### config.mk
export PLATFORM = sky130hd
export DESIGN_NAME = fsm_enchimento_vedacao
export DESIGN_NICKNAME = d
export VERILOG_FILES = /design/src/rtl/fsm_enchimento_vedacao_pkg.sv /design/src/rtl/contador_rolhas.sv /design/src/rtl/fsm_enchimento_vedacao.sv
export SDC_FILE = /design/constraint.sdc
export NUM_CORES = 1
export LEC_CHECK = 0
export ABC_AREA = 0
export BUFFER_PORTS_ARGS = -buffer_cell sky130_fd_sc_hd__buf_2
export CAP_MARGIN = 25
export CORE_UTILIZATION = 45
export DETAILED_ROUTE_END_ITERATION = 16
export PLACE_DENSITY = 0.7
export SYNTH_ARGS = -nofsm -noshare
export SYNTH_HDL_FRONTEND = slang
export SYNTH_SLANG_ARGS = --single-unit
### constraint.sdc
create_clock -name CLOCK -period 3.3 [get_ports CLOCK]
set_input_delay 0.66 -clock CLOCK [delete_from_list [all_inputs] [get_ports CLOCK]]
set_output_delay 0.66 -clock CLOCK [all_outputs]
set_load 0.05 [all_outputs]
### src/rtl/fsm_enchimento_vedacao_pkg.sv
`default_nettype none
// ============================================================================
// Module      : fsm_enchimento_vedacao_pkg
// Description : Shared definitions for the fill/seal stage of the bottling
//               line: the 3-bit state encoding and the default timing and
//               magazine constants.
// Ports       : none (package)
// Revision    : 1.0 - initial release
// ============================================================================
package fsm_enchimento_vedacao_pkg;

  // Seven operating states; encoding 3'd7 is unused and recovers to PARADO.
  typedef enum logic [2:0] {
    PARADO     = 3'd0,
    TRANSPORTE = 3'd1,
    ENCHENDO   = 3'd2,
    VEDACAO    = 3'd3,
    LIBERANDO  = 3'd4,
    SAIDA      = 3'd5,
    ERRO       = 3'd6
  } estado_t;

  localparam int T_ENCHER_MAX_PADRAO = 50;
  localparam int T_VEDAR_PADRAO      = 4;
  localparam int ROLHAS_MAX_PADRAO   = 20;
  localparam int W_ROLHAS_PADRAO     = 5;
  localparam int W_TIMER_PADRAO      = 8;

endpackage
`default_nettype wire

### src/rtl/contador_rolhas.sv
`default_nettype none
// ============================================================================
// Module      : contador_rolhas
// Description : Cork magazine counter. Loads full capacity on reset or on a
//               refill request, counts down one cork per sealed bottle and
//               flags an empty magazine. Refill beats decrement.
// Ports       : clk        - system clock, rising edge
//               rst        - synchronous active-high reset
//               repor      - refill request, reloads ROLHAS_MAX
//               decrementa - consume one cork
//               contagem   - corks left
//               vazio      - magazine empty (contagem == 0)
// Revision    : 1.0 - initial release
// ============================================================================
module contador_rolhas #(
  parameter int ROLHAS_MAX = 20,
  parameter int W_ROLHAS   = 5
) (
  input  logic                clk,
  input  logic                rst,
  input  logic                repor,
  input  logic                decrementa,
  output logic [W_ROLHAS-1:0] contagem,
  output logic                vazio
);

  always_ff @(posedge clk) begin
    if (rst || repor) begin
      contagem <= W_ROLHAS'(ROLHAS_MAX);
    end else if (decrementa && (contagem != '0)) begin
      // The zero guard is a safety net; the FSM never seals with no corks.
      contagem <= contagem - W_ROLHAS'(1);
    end
  end

  assign vazio = (contagem == '0);

endmodule
`default_nettype wire

### src/rtl/fsm_enchimento_vedacao.sv
`default_nettype none
// ============================================================================
// Module      : fsm_enchimento_vedacao
// Description : Fill-and-seal stage of the bottling line. Moves one bottle at
//               a time to the fill position, fills it (with timeout), caps it,
//               holds it until inspection is free and then releases it with a
//               one-cycle GARRAFA_VEDADA pulse. Tracks the cork magazine.
// Ports       : CLOCK, RESET           - clock, synchronous active-high reset
//               START                  - line enable (level)
//               SENSOR_GARRAFA         - bottle at fill/cap position
//               SENSOR_NIVEL           - fill level reached
//               EM_INSPECAO            - downstream inspection busy
//               REPOR_ROLHAS           - cork refill pulse
//               MOTOR_ESTEIRA, VALVULA, VEDANDO - actuators
//               GARRAFA_ENCHIMENTO     - bottle being filled or sealed
//               GARRAFA_VEDADA         - sealed bottle released (1 cycle)
//               ROLHAS_RESTANTES       - corks left
//               ALARME_ROLHAS          - magazine empty
//               ERRO_TIMEOUT           - fill timeout, latched until reset
// Revision    : 1.0 - initial release
// ============================================================================
module fsm_enchimento_vedacao
  import fsm_enchimento_vedacao_pkg::*;
#(
  parameter int T_ENCHER_MAX = T_ENCHER_MAX_PADRAO,
  parameter int T_VEDAR      = T_VEDAR_PADRAO,
  parameter int ROLHAS_MAX   = ROLHAS_MAX_PADRAO,
  parameter int W_ROLHAS     = W_ROLHAS_PADRAO,
  parameter int W_TIMER      = W_TIMER_PADRAO
) (
  input  logic                CLOCK,
  input  logic                RESET,
  input  logic                START,
  input  logic                SENSOR_GARRAFA,
  input  logic                SENSOR_NIVEL,
  input  logic                EM_INSPECAO,
  input  logic                REPOR_ROLHAS,
  output logic                MOTOR_ESTEIRA,
  output logic                VALVULA,
  output logic                VEDANDO,
  output logic                GARRAFA_ENCHIMENTO,
  output logic                GARRAFA_VEDADA,
  output logic [W_ROLHAS-1:0] ROLHAS_RESTANTES,
  output logic                ALARME_ROLHAS,
  output logic                ERRO_TIMEOUT
);

  estado_t            estado;
  logic [W_TIMER-1:0] timer;
  logic               vedada_reg;
  logic               decrementa;
  logic               sem_rolhas;

  // The last sealing cycle consumes one cork.
  assign decrementa = (estado == VEDACAO) && (timer == W_TIMER'(T_VEDAR - 1));

  contador_rolhas #(
    .ROLHAS_MAX (ROLHAS_MAX),
    .W_ROLHAS   (W_ROLHAS)
  ) u_contador_rolhas (
    .clk        (CLOCK),
    .rst        (RESET),
    .repor      (REPOR_ROLHAS),
    .decrementa (decrementa),
    .contagem   (ROLHAS_RESTANTES),
    .vazio      (sem_rolhas)
  );

  always_ff @(posedge CLOCK) begin
    if (RESET) begin
      estado     <= PARADO;
      timer      <= '0;
      vedada_reg <= 1'b0;
    end else begin
      // Release pulse lasts only the first SAIDA cycle.
      vedada_reg <= 1'b0;
      case (estado)
        PARADO: begin
          timer <= '0;
          if (START) estado <= TRANSPORTE;
        end
        TRANSPORTE: begin
          timer <= '0;
          if (SENSOR_GARRAFA && !sem_rolhas) begin
            estado <= ENCHENDO;
          end else if (!SENSOR_GARRAFA && !START) begin
            estado <= PARADO;
          end
          // Bottle present but no corks: stall here until a refill.
        end
        ENCHENDO: begin
          // Level wins over timeout when both happen in the same cycle.
          if (SENSOR_NIVEL) begin
            estado <= VEDACAO;
            timer  <= '0;
          end else if (timer == W_TIMER'(T_ENCHER_MAX - 1)) begin
            estado <= ERRO;
            timer  <= '0;
          end else begin
            timer <= timer + W_TIMER'(1);
          end
        end
        VEDACAO: begin
          if (timer == W_TIMER'(T_VEDAR - 1)) begin
            estado <= LIBERANDO;
            timer  <= '0;
          end else begin
            timer <= timer + W_TIMER'(1);
          end
        end
        LIBERANDO: begin
          timer <= '0;
          if (!EM_INSPECAO) begin
            estado     <= SAIDA;
            vedada_reg <= 1'b1;
          end
        end
        SAIDA: begin
          timer <= '0;
          if (!SENSOR_GARRAFA) estado <= START ? TRANSPORTE : PARADO;
        end
        ERRO: begin
          timer <= '0;
        end
        default: begin
          estado <= PARADO;
          timer  <= '0;
        end
      endcase
    end
  end

  always_comb begin
    MOTOR_ESTEIRA      = 1'b0;
    VALVULA            = 1'b0;
    VEDANDO            = 1'b0;
    GARRAFA_ENCHIMENTO = 1'b0;
    ERRO_TIMEOUT       = 1'b0;
    case (estado)
      TRANSPORTE: MOTOR_ESTEIRA = !(SENSOR_GARRAFA && sem_rolhas);
      ENCHENDO: begin
        VALVULA            = 1'b1;
        GARRAFA_ENCHIMENTO = 1'b1;
      end
      VEDACAO: begin
        VEDANDO            = 1'b1;
        GARRAFA_ENCHIMENTO = 1'b1;
      end
      SAIDA:   MOTOR_ESTEIRA = 1'b1;
      ERRO:    ERRO_TIMEOUT  = 1'b1;
      default: ;
    endcase
  end

  assign GARRAFA_VEDADA = vedada_reg;
  assign ALARME_ROLHAS  = sem_rolhas;

endmodule
`default_nettype wire
==> out/metrics.cfg <==
[sta]
max_slew_margin_pct=71.12
tightest_slew_ns=0.4321
timing.final.ws_setup_ns=1.041
slew_violations=0
hold_viol_final=0
rsz0062_at_grt=false
period_share_pct=68.46
tns_ns=0
clock_skew_ns=0.001204
max_freq_ghz=0.4427
setup_viol=0
period_needed_ns=2.259
hold_ws_ns=0.4733

[clock_tree]
path_clk_slew_ns=0.10
clockRootBuffer=clkbuf_4
cts_tree=done
clock-sinks=17
cts_made_buffers=3
cts_max_path_buffers=2
ctsResizeCount=0
clk_latency_ns=0.29
h-tree-depth=1
cts_setup_buffers=0
holdBufCountCts=0

[logic_synthesis]
yosys_warnings=0
synth_edf_count=0
synth_ff_type=dfxtp_1
synthDominantCellAreaShare_pct=36.76
ys_seq_elements=17
syn_inst=109
synth_fp_nets=120
async_flop_share_pct=0
avgSynthCellArea_um2=8.494
synth_most_common_cell=dfxtp_1
netlist_area_um2=925.9
yosys-top-cells-count=17 x dfxtp_1, 15 x nor2_1, 7 x a21oi_1, 7 x nand2_1, 6 x inv_1
synth_top_area_cell=dfxtp_1
synthDistinctLibCells=35
seq_area_frac_synth_pct=36.76
yosys-top-cells-area=dfxtp_1 37%, nor2_1 6.1%, ha_1 5.4%

[place]
portBuffers=18
gp_congestion=0.7679
dp_cells=149
dp_hpwl_mm=1.291
pre_cts_slack_ns=1.335
placed_area_mm2=0.001027

[drt]
post-route-drc-count=0
dr.pass1.iters=4
wl_met2_um=742
routedWlPerCell_um=11.16
vias=773
wl_mm=1.707
topRoutingLayerUsed=met4
first_iter_violations=18
detail-route-antenna-nets=0
vias_per_cell=5.052
met3_wirelength_um=55
wirelength_met1_um=865

[floorplan]
placementRows=16
die_area_mm2=0.002243
fp.dieH_um=47.36
die_x_um=47.36
initial_core_util_pct=47.68
core-area_mm2=0.001942
io_pins=19

[global_routing]
grt_antenna_before_repair=0
grt_max_degree=12
grt_pass1_vias=665
grt.total_usage_pct=18.02
grt_pass1_wl_mm=2.739
grt_overflow=0

[worst_setup_path]
startpoint_type=flop
cp.arrival_ns=1.60
cp.required_ns=2.64
criticalPathCategory=flop to output pin
endpoint_kind=output pin
crit_path_max_fanout=5

[cells_and_area]
seqCellArea_um2=340.3
layout.nets=138
final_cells=153
fill_cells=197
drive_gt1_share_pct=19.84
post-route-util_pct=54.25
fin_area_mm2=0.001054
multi_input_comb_area_um2=540.5
syn2layout_area_growth_pct=13.78
antennaDiodeCount=0

[status]
outcome=finished, final reports clean

[pwr]
vdd_ir_drop_max_mv=0.2779
power_uw=555.3
power.leakage_nw=0.4175
p_per_area_mw_per_mm2=527.1

[min_path]
hp-class=flop to flop

[flow_run]
drv_cap=0

==> final timing paths <==
path                                      start       endpoint  slack (ns)  cells after the start
setup / recovery  u_contador_rolhas.contagem[0]  MOTOR_ESTEIRA        1.04                      5
hold / removal                         timer[0]       timer[0]        0.47                      1
setup reg to reg                       timer[0]      estado[2]        1.46                      6
hold reg to reg                        timer[0]       timer[0]        0.47                      1
==> layout by cell type (no fill, tap or decap), types with 2 or more instances in the layout <==
cell type / Yosys / final
a21oi_1: 7 / 7
a31oi_1: 2 / 2
and2_1: 3 / 3
and3_1: 2 / 2
buf_2: 3 / 18
clkbuf_4: 0 / 3
dfxtp_1: 17 / 17
ha_1: 4 / 4
inv_1: 6 / 6
nand2_1: 7 / 7
nand2b_1: 3 / 3
nand3_1: 2 / 2
nand4_1: 2 / 2
nor2_1: 15 / 15
nor2b_1: 2 / 2
nor3_1: 3 / 3
nor3b_1: 2 / 2
o21ai_0: 2 / 2
or3_1: 2 / 2
xnor2_1: 4 / 4
xor2_1: 5 / 5
==> kinds of logic after synthesis <==
group,Yosys count,share of synthesized area (%)
DFF,17,36.76
and+or+nand+nor,48,29.32
adders and majority gates,4,5.406
xor gates and xnor gates,9,8.513
AOI/OAI and AO/OA,20,15.13
buffers and inverters,11,4.865
==> flip-flops by register name, summed over array words and instances (netlist names) <==
register / count
timer: 8
u_contador_rolhas.contagem: 5
GARRAFA_VEDADA: 1
estado: 3
==> final cells by class <==
type                            instances  share of cell area (%)
Clock buffer                            4                   2.494
Inverter                                6                   2.138
Multi-Input combinational cell         81                   51.31
Sequential cell                        17                   32.30
Tap cell                               27                   3.207
Timing Repair Buffer                   18                   8.551
==> per-layer routing <==
layer | GRT usage, % | up-vias
met5 | 0 | -
met4 | 12.00 | 0
met3 | 2.308 | 4
met2 | 27.95 | 15
met1 | 23.20 | 337
li1 | - | 417
==> where the power goes <==
group / internal [mW] / total (mW) / switching (mW)
Clock: 0.0470 / 0.112 / 0.0647
Combinational: 0.0710 / 0.192 / 0.121
Sequential: 0.221 / 0.252 / 0.0313
==> critical path, stage by stage, from the launching register on <==
cell     delay, ns
dfxtp_1       0.35
inv_1         0.09
ha_1          0.14
nor4b_2       0.37
a31oi_1       0.13
buf_2         0.22
(Power assumes the default switching activity.)
